<file path="config.mk">
export PLATFORM = sky130hd
export DESIGN_NAME = fft8_frame_loader
export DESIGN_NICKNAME = d
export VERILOG_FILES = /design/src/rtl/fft_pkg.sv /design/src/rtl/frame_bank.sv /design/src/rtl/fft8_frame_loader.sv
export SDC_FILE = /design/constraint.sdc
export NUM_CORES = 1
export LEC_CHECK = 0
export ABC_CLOCK_PERIOD_IN_PS = 1500
export CAP_MARGIN = 20
export CORE_MARGIN = 2
export CORE_UTILIZATION = 51
export DETAILED_ROUTE_END_ITERATION = 16
export PLACE_DENSITY = 0.81
export RECOVER_POWER = 100
export SETUP_SLACK_MARGIN = 0.2
export SYNTH_ARGS = -nofsm -noshare
export SYNTH_HDL_FRONTEND = slang
export SYNTH_HIERARCHICAL = 1
export SYNTH_SLANG_ARGS = --single-unit
</file>
<file path="constraint.sdc">
create_clock -name clk -period 1.5 [get_ports clk]
set_input_delay 0.3 -clock clk [delete_from_list [all_inputs] [get_ports clk]]
set_output_delay 0.3 -clock clk [all_outputs]
set_load 0.01 [all_outputs]
</file>
<file path="src/rtl/fft_pkg.sv">
// Shared types and sizes for the fft8 datapath.
// Every stage around fft8 builds on these.
package fft_pkg;

  localparam int DATA_W = 32;
  localparam int FFT_N = 8;

  typedef logic [DATA_W-1:0] sample_t;

endpackage

</file>
<file path="src/rtl/frame_bank.sv">
// One frame of sample registers.
// Single write port, all slots read in parallel.
module frame_bank
  import fft_pkg::*;
#(
  parameter int W = DATA_W,
  parameter int N = FFT_N
) (
  input  logic                   clk,
  input  logic                   rst,
  input  logic                   we,
  input  logic [$clog2(N)-1:0]   addr,
  input  logic [W-1:0]           d,
  output logic [N-1:0][W-1:0]    q
);

  always_ff @(posedge clk) begin
    if (rst) begin
      q <= '0;
    end else if (we) begin
      q[addr] <= d;
    end
  end

endmodule

</file>
<file path="src/rtl/fft8_frame_loader.sv">
// Packs a serial sample stream into 8-sample frames
// held in a ping-pong pair of banks for the fft8 core.
module fft8_frame_loader #(
  parameter int DATA_W  = fft_pkg::DATA_W,
  parameter int FRAME_N = fft_pkg::FFT_N
) (
  input  logic              clk,
  input  logic              rst,
  input  logic              s_valid,
  input  logic              s_first,
  input  logic [DATA_W-1:0] s_data,
  output logic              s_ready,
  output logic              frame_valid,
  input  logic              frame_ready,
  output logic [DATA_W-1:0] A0,
  output logic [DATA_W-1:0] A1,
  output logic [DATA_W-1:0] A2,
  output logic [DATA_W-1:0] A3,
  output logic [DATA_W-1:0] A4,
  output logic [DATA_W-1:0] A5,
  output logic [DATA_W-1:0] A6,
  output logic [DATA_W-1:0] A7,
  output logic              resync_err
);

  localparam int IW = $clog2(FRAME_N);
  localparam logic [IW-1:0] LAST = IW'(FRAME_N - 1);

  logic [1:0]    full;
  logic          wr_sel;
  logic          rd_sel;
  logic [IW-1:0] idx;
  logic [IW-1:0] slot;
  logic          acc;
  logic          take;

  logic [FRAME_N-1:0][DATA_W-1:0] q0;
  logic [FRAME_N-1:0][DATA_W-1:0] q1;
  logic [FRAME_N-1:0][DATA_W-1:0] rq;

  assign s_ready     = !full[wr_sel];
  assign frame_valid = full[rd_sel];
  assign acc         = s_valid && s_ready;
  assign take        = frame_valid && frame_ready;
  // a start marker always restarts at slot 0
  assign slot        = s_first ? '0 : idx;

  frame_bank #(.W(DATA_W), .N(FRAME_N)) u_bank0 (
    .clk  (clk),
    .rst  (rst),
    .we   (acc && !wr_sel),
    .addr (slot),
    .d    (s_data),
    .q    (q0)
  );

  frame_bank #(.W(DATA_W), .N(FRAME_N)) u_bank1 (
    .clk  (clk),
    .rst  (rst),
    .we   (acc && wr_sel),
    .addr (slot),
    .d    (s_data),
    .q    (q1)
  );

  assign rq = rd_sel ? q1 : q0;
  assign A0 = rq[0];
  assign A1 = rq[1];
  assign A2 = rq[2];
  assign A3 = rq[3];
  assign A4 = rq[4];
  assign A5 = rq[5];
  assign A6 = rq[6];
  assign A7 = rq[7];

  // set and clear never hit the same flag: a filling bank is never full
  always_ff @(posedge clk) begin
    if (rst) begin
      full       <= 2'b00;
      wr_sel     <= 1'b0;
      rd_sel     <= 1'b0;
      idx        <= '0;
      resync_err <= 1'b0;
    end else begin
      resync_err <= acc && s_first && (idx != '0);
      if (acc) begin
        if (slot == LAST) begin
          full[wr_sel] <= 1'b1;
          wr_sel       <= !wr_sel;
          idx          <= '0;
        end else begin
          idx <= slot + 1'b1;
        end
      end
      if (take) begin
        full[rd_sel] <= 1'b0;
        rd_sel       <= !rd_sel;
      end
    end
  end

endmodule

</file>
# --- Word-level counts from Yosys, hierarchy flattened ---
# Index checks and enable logic that the tools add are counted.
classes:
  addsub: 1
  n_mul: 0
  div: 0
  order_cmp: 6
  n_eq_ne: 1
  shifts: 0
  muxes: 19
  bitwise: 3
  n_reduce_logical: 14
ops:
  columns: ["op", "count"]
  rows:
  - ["256-bit bitwise mux", 2]
  - ["256-bit two-way mux", 1]
  - ["32-bit demux with 3-bit select", 1]
  - ["32-bit two-way mux", 1]
  - ["1-bit logical AND", 9]
  - ["2-bit two-way mux", 4]
  - ["1-bit two-way mux", 6]
  - ["3-bit two-way mux", 2]
  - ["1-bit by 2-bit < comparator with 1-bit output (second input constant)", 2]
  - ["3-bit by 4-bit < comparator with 1-bit output (second input constant)", 1]
  - ["3-bit by 1-bit adder with 3-bit output (second input constant)", 1]
  - ["3-bit == test (second input constant)", 1]
  - ["3-bit by 1-bit greater-or-equal comparator with 1-bit output (second input constant)", 1]
  - ["1-bit zero test", 3]
  - ["3-bit nonzero test", 1]
  - ["2-bit bitwise AND", 1]
  - ["1-bit demux with 1-bit select", 2]
  - ["1-bit greater-or-equal comparator (second input constant)", 2]
  - ["2-bit inverter", 1]
  - ["2-bit OR", 1]
  - ["2-bit AND reduction", 1]
totals:
  ff_bits: 520
  latchBits: 0
  ramBits: 0
  mem_bits_ro: 0
  input_bits: 37
  output_inout_bits: 259
  wordCells: 65
  n_memories: 0

# --- Depth between registers and ports, before layout ---
# Gate-level depths: netlist (run 1).
logic_depth:
  word_depth: 10
  depth_mapped: 6
  mapped_depth_nobuf: 6

# --- Modules after synthesis ---
# Netlist (run 1), hierarchy kept.
by_module_without_submodules:
  columns: ["module", "n_inst", "cells_each", "area_each_um2", "seq_area_each_um2"]
  rows:
  - ["frame_bank", 2, 905, 10022.1, 5124.9]
  - ["fft8_frame_loader", 1, 326, 3595.9, 160.2]

# --- Worst setup path after synthesis (run 1) ---
# No wires, ideal clock.
synth_path:
  path_type: "register -> register"
  start: "register wr_sel"
  end: "register u_bank0/q[21] (netlist bit)"
  setup_ns: 0.129
  arrival_time_ns: 1.492
  t_required_ns: 1.371
  path_slack_ns: -0.121
  path_stages_with_launch: 6
  n_path_buf: 2
  period_less_slack_ns: 1.621
  cell_sequence: "dfxtp_1 > nor3b_1 > buf_2 > or4b_4 > buf_6 > mux2i_1"
synth_between:
  elab_chain_cells: 5
  elab_cells_between_ends: 6
  cone_classes: "2 x mux; 4 x reduce/logical"
synth_rtl:
  columns: ["item", "line", "rtl"]
  rows:
  - ["start, declared", "fft8_frame_loader.sv:30", "logic wr_sel;"]
  - ["start signal, assigned", "fft8_frame_loader.sv:89", "wr_sel <= !wr_sel;"]
  - ["1-bit two-way mux (not written as such) (2 in a row)", "fft8_frame_loader.sv:41", "assign s_ready = !full[wr_sel];"]
  - ["1-bit zero test", "fft8_frame_loader.sv:41", null]
  - ["1-bit logical AND", "fft8_frame_loader.sv:43", "assign acc = s_valid && s_ready;"]
  - ["1-bit logical AND *", "fft8_frame_loader.sv:51", ".we (acc && !wr_sel),"]
  - ["end signal, assigned", "frame_bank.sv:19", "q <= '0;"]
  - ["end signal, assigned by index", "frame_bank.sv:21", "q[addr] <= d;"]
  - ["end, declared", "frame_bank.sv:14", "output logic [N-1:0][W-1:0] q"]
# Every way passes the cells marked *; elsewhere a longest branch is shown, timed or not. The select of a mux whose other input is x is not followed.
# A chain may end at the register's enable or synchronous reset.

# --- Worst setup path after layout (run 1) ---
layout_path:
  start: "register rd_sel"
  end: "output A0[18]"
layout_between:
  elab_chain_cells: 1
layout_rtl:
  columns: ["item", "line", "rtl"]
  rows:
  - ["start, declared", "fft8_frame_loader.sv:31", "logic rd_sel;"]
  - ["start signal, assigned", "fft8_frame_loader.sv:97", "rd_sel <= !rd_sel;"]
  - ["256-bit two-way mux", "fft8_frame_loader.sv:66", "assign rq = rd_sel ? q1 : q0;"]
  - ["end, declared", "fft8_frame_loader.sv:15", "output logic [DATA_W-1:0] A0,"]
# Every way passes these cells.

==> impl_metrics.ini, run 1 <==
[outcome]
status = finished with violations
violations = negative setup slack

[die]
die_area_sq_um = 48100
ios = 296
die_w_um = 219
core_area_sq_um = 45600
rows = 78
start_util_pct = 51.9
dieHeight_um = 219

[clock_tree]
clock_latency_ns = 0.60
root_buffer = clkbuf_16
cts_made_buffers = 53
clkTransAtPathRegs_ns = 0.06
cts_tree = built
cts_max_level = 2
postCtsHoldBufs = 0
cts.sinks = 520
clock_path_buffers = 3

[global_route]
grt_pass1_vias = 18900
antenna_found_initial = 1
grt_pass1_wl_um = 116000
grt_max_degree = 46
overflow = 0
grt_usage_pct = 31.8

[timing]
fin_ws_ns = -0.880
fin_crit_ns = 2.38
fin_skew_ns = 0.0132
slew_viol_final = 0
tightest_slew_ns = 0.731
period_share_pct = 159
finalSetupViolCount = 766
fmax_mhz = 420
setup_tns_ns = -260.42
hold_slack_ns = 0.233
slew-limit-headroom_pct = 51.3
final-hold-violation-count = 0
rsz0062_at_grt = yes

[critical_path]
crit_arrival_ns = 2.08
crit_chain = buf_12, buf_16, buf_8, buf_16, buf_6, mux2_4, buf_6
crit_type = reg2out
critPathMaxFanout = 7
cpPeakStageDelay_ns = 0.36
critical-path-top-delay-family = buffers and inverters
crit_slowest_cell = dfxtp_4
cp-start-kind = flip-flop
cp-end-kind = output port
worst-path-buf-inv = 6
required_ns = 1.20

[logic_synthesis]
synth_compound_area_share_pct = 0.249
synth_top_cell_by_area = dfxtp_1
yosys-top-cells-area = dfxtp_1 (44%), mux2i_1 (22%), nand2b_1 (15%)
synth-simple-area-share_pct = 16.7
yosys_register_bits = 520
synth_mux_area_share_pct = 34.1
synthAdderAreaFrac_pct = 0.106
seq_area_frac_synth_pct = 44.0
syn-cell-area_sq_um = 23600
synthesis.nets = 2175
yosys.area_share.xor_xnor_pct = 0
synth-warning-count = 6
syn-instance-count = 2136
synth_top_family_by_area = multiplexers
syn_avg_cell_area_sq_um = 11.1
synth_top_area_share_pct = 44.0
synth_cell_type_count = 34

[route]
drt-total-wl_um = 85000
dr.first_iter.drc_count = 1553
drc = 0
routedWlPerCell_um = 26.0
drt_first_pass_iters = 6
final_antenna_net_count = 0
viasPerCell = 5.68
dr_total_vias = 18500

[finish]
diodes = 0
final_common_cell = nand2b_1
final_nets = 2663
fillers = 2672
fin_area_sq_um = 33900
layout-drive-gt1-share_pct = 36.0
multi_input_area_sq_um = 13000
layout_common_cells = nand2b_1 (578), dfxtp_1 (513), mux2i_1 (505)
seq_area_sq_um = 10400
area.growth.synth_to_final_pct = 43.5

[job]
maxCapViolations = 0

[pwr]
irDropWorstVdd_mv = 0.874
cellLeakagePower_uw = 0.0165
power_density_nw_per_um2 = 876
finalPower_uw = 29700

[placement]
post_dp_cell_area_sq_um = 28500
hpwl_um = 45400
globalplace.congestion = 0.815
pre_cts_slack_ns = -0.802
port_buffers = 295

[min_path]
hp-class = in2reg
cell type report:
cell class / instances / share of cell area [%]
clock inverter: 10 / 0.387
multi-input combinational: 1399 / 38.3
tap: 600 / 2.21
timing repair buffer: 649 / 23.5
clock buffer: 85 / 4.89
inverter: 1 / 0.0111
sequential: 520 / 30.7
Yosys cell counts:
master / instances
nand2b_1: 578
and2_4: 1
mux2_2: 238
inv_1: 1
clkbuf_1: 100
a31oi_1: 1
nand4bb_1: 6
mux2_4: 10
and3b_2: 1
nand4_1: 2
ha_1: 2
nor4b_4: 2
nor2b_1: 3
nor3_1: 3
mux2_1: 9
buf_6: 26
and4bb_1: 1
buf_2: 63
nor3b_1: 1
mux2i_2: 1
clkbuf_2: 2
o21ai_0: 3
nand2_1: 2
dfxtp_1: 520
nand4b_1: 8
a211oi_2: 1
buf_1: 23
o21ai_1: 1
buf_4: 6
or4b_4: 2
and3_1: 1
mux2i_1: 512
a21oi_1: 4
nor4bb_1: 2
kinds of logic (layout without fill, tap and decap cells):
| kind of cell | count (synthesis) | in the layout |
|---|---|---|
| AOI/OAI and AO/OA | 10 | 10 |
| adders and majority gates | 2 | 2 |
| buffers and inverters | 221 | 745 |
| DFF | 520 | 520 |
| muxes | 770 | 770 |
| and+or+nand+nor | 613 | 617 |
power breakdown:
part           leakage [uW]  switching [uW]  internal, uW  total [uW]
sequential          0.00420            60.4         13900       14000
combinational        0.0114             984          1080        2060
clock              0.000882            5670          8040       13700
total                0.0165            6710         23000       29700
worst reg2reg max path, delay by kind of cell (launching register included):
| kind | cells | cell delay, ns |
|---|---|---|
| DFF | 1 | 0.37 |
| muxes | 1 | 0.27 |
| and+or+nand+nor | 2 | 0.40 |
| buffers and inverters | 4 | 0.69 |
worst paths after layout:
kind	from	end	slack, ns	cells past startpoint
hold reg to reg	u_bank1/q[60]$_SDFFE_PP0P_	u_bank1/q[60]$_SDFFE_PP0P_	0.47	2
hold / removal	rst	u_bank0/q[57]$_SDFFE_PP0P_	0.23	3
setup reg to reg	wr_sel$_SDFFE_PP0P_	u_bank0/q[8]$_SDFFE_PP0P_	-0.32	7
setup / recovery	rd_sel$_SDFFE_PP0N_	A0[18]	-0.88	7
layer usage:
metal | vias to the layer above | GRT usage [%] | routed length (um)
met5 | - | 0 | 11
met3 | 255 | 5.95 | 6300
li1 | 8168 | - | -
met1 | 9286 | 39.8 | 33400
met4 | 2 | 15.1 | 4540
met2 | 834 | 52.8 | 40700
repair_timing:
action,in CTS,in global routing
gates cloned,33,17
gates resized for setup,1173,259
pin swaps,3,2
endpoints found under the setup margin,777,778
buffers inserted,64,62
flip-flops by register name, indices dropped and copies added (netlist names):
signal and flops:
rd_sel 1, full 2, wr_sel 1, resync_err 1
u_bank1/q 256, idx 3, u_bank0/q 256
metrics by stage:
step           instances  utilization (%)
6_report            3264             74.5
4_1_cts             3185             71.3
3_5_place_dp        2993             62.6
5_1_grt             3264             74.5
3_3_place_gp        2993             62.6
2_1_floorplan       2136                -
Power figures use the tool's default switching activity.
==> run 2: changes to the inputs <==
--- a/config.mk
+++ b/config.mk
@@ -12,6 +12,7 @@
 export DETAILED_ROUTE_END_ITERATION = 16
 export PLACE_DENSITY = 0.81
 export RECOVER_POWER = 100
+export REMOVE_ABC_BUFFERS = 1
 export SETUP_SLACK_MARGIN = 0.2
 export SYNTH_ARGS = -nofsm -noshare
 export SYNTH_HDL_FRONTEND = slang
==> run 2 against run 1 <==
  * The flow still finishes with violations (negative setup slack)
  * First-iteration DRC count fell by 42%
  * Total power decreased by 2.4%
  * Die area is the same
  * Via count is 4.8% lower
  * Final cell count decreased by 0.92%
  * Sequential power about the same
  * Sequential share of layout area grew 0.69 points
  * Combinational power fell by 12%
  * Clock skew up 0.0064 ns
  * Maximum frequency down 1.3%
  * Count of clock-buffer cells in the layout down 1
  * Non-clock buffer count fell by 28
  * Critical path type unchanged
  * Critical endpoint is now A1[21]
==> impl_metrics.ini, run 2 (same netlist as run 1, synthesis figures left out) <==
[finish]
top_regs = u_bank0/q (256), u_bank1/q (256), idx (3)
layout-drive-gt1-share_pct = 36.1
area.growth.synth_to_final_pct = 40.3
diodes = 0
final_common_cell = nand2b_1
layout_common_cells = nand2b_1 (578), dfxtp_1 (515), mux2i_1 (507)
fin_area_sq_um = 33200
fillers = 2815
final_nets = 2632

[die]
start_util_pct = 51.9
die_w_um = 219
dieHeight_um = 219
ios = 296
core_area_sq_um = 45600
die_area_sq_um = 48100
rows = 78

[placement]
post_dp_cell_area_sq_um = 28200
pre_cts_slack_ns = -0.632
hpwl_um = 43900
globalplace.congestion = 0.824
port_buffers = 295

[clock_tree]
cts_tree = built
cts_made_buffers = 53
clock_path_buffers = 3
postCtsHoldBufs = 0
clock_latency_ns = 0.61
root_buffer = clkbuf_16
cts_max_level = 2
cts.sinks = 520
clkTransAtPathRegs_ns = 0.06

[critical_path]
critical-path-top-delay-family = buffers and inverters
cpPeakStageDelay_ns = 0.40
cp-end-kind = output port
worst-path-buf-inv = 6
r2r_slack_ns = -0.35
crit_slowest_cell = dfxtp_4
cp-start-kind = flip-flop
crit_chain = buf_4, buf_6, buf_16, buf_4, buf_6, mux2_4, buf_6
crit_top_cell = buf_6
required_ns = 1.20
crit_type = reg2out
crit_arrival_ns = 2.11
critPathMaxFanout = 7

[route]
dr.first_iter.drc_count = 906
final_antenna_net_count = 0
drc = 0
viasPerCell = 5.46
routedWlPerCell_um = 23.3
drt-total-wl_um = 75500
drt_first_pass_iters = 5
dr_total_vias = 17700

[global_route]
grt_usage_pct = 27.5
grt_max_degree = 64
grt_pass1_vias = 17700
antenna_found_initial = 0
grt_pass1_wl_um = 102000
overflow = 0

[job]
maxCapViolations = 0

[timing]
fmax_mhz = 415
fin_crit_ns = 2.41
rsz0062_at_grt = yes
fin_skew_ns = 0.0195
tightest_slew_ns = 0.470
slew_viol_final = 0
period_share_pct = 161
slew-limit-headroom_pct = 68.7
fin_ws_ns = -0.910
final-hold-violation-count = 0
finalSetupViolCount = 776

[outcome]
status = finished with violations
violations = negative setup slack

[pwr]
power_density_nw_per_um2 = 875
cellLeakagePower_uw = 0.0161
irDropWorstVdd_mv = 0.827

[min_path]
hp-class = in2reg
==> run 2: cell count changes in the layout (fill, tap and decap cells not counted), sizes merged, moves of 2 or more <==
cell           previous run  this run
clkinv                    5         8
dlygate4sd2              32         0
dlymetal6s2s              0         2
clkbuf                  129       155
nor2b                     7         3
buf                     522       513
clkdlybuf4s15            17         0
==> run 2: cell type report <==
class                      instances  area, sq um  area share, %
timing repair buffer             621         7110           21.4
inverter                           1         3.75         0.0113
tap                              600          751           2.26
sequential                       520        10400           31.4
clock inverter                    12          144          0.434
clock buffer                      84         1580           4.78
multi-input combinational       1396        13200           39.7
==> run 2: metrics by stage <==
stage	total power [uW]	setup TNS, ns	hold slack, ns	instances	util [%]
3_3_place_gp	15900	-355.49	0.454	2952	61.9
2_1_floorplan	15000	-2337.80	0.365	1916	-
3_5_place_dp	15900	-371.98	0.458	2952	61.9
6_report	29000	-328.13	0.143	3234	72.8
5_1_grt	29800	-354.67	0.118	3234	72.8
4_1_cts	28900	-260.40	0.112	3096	67.0
==> run 2: path summary, 6_finish.rpt <==
check	startpoint	endpoint	cells past startpoint
setup / recovery	rd_sel$_SDFFE_PP0N_	A1[21]	7
hold / removal	rst	u_bank0/q[66]$_SDFFE_PP0P_	3
setup reg to reg	idx[0]$_SDFFE_PP0P_	u_bank1/q[160]$_SDFFE_PP0P_	7
hold reg to reg	u_bank0/q[73]$_SDFFE_PP0P_	u_bank0/q[73]$_SDFFE_PP0P_	2
==> run 2: routing by layer <==
layer	up-vias	part of all wire, %	wire length, um	track usage, %
met5	-	0	0	0
met4	0	3.4	2600	9.84
met3	151	4.9	3690	4.86
met2	539	49	37300	46.6
met1	8888	42	31900	35.1
li1	8074	-	-	-
==> run 2: report_power, final <==
group	switching (uW)	internal (uW)	leakage [uW]
Combinational	876	948	0.0110
Clock	5640	7600	0.000850
Sequential	55.3	13900	0.00420
Total	6570	22400	0.0161
==> run 2: timing repair <==
action,CTS,global route
setup buffers,45,116
setup endpoints to repair,778,778
cloned,3,22
pin swaps,0,9
resized for setup,653,899
==> run 2: worst register-to-register path, stage by stage, from the launching register on <==
cell and delay, ns:
dfxtp_2 0.33, nor2b_2 0.29, buf_4 0.18, buf_12 0.10, buf_4 0.11, nand4b_1 0.21, buf_12 0.27, mux2i_1 0.27
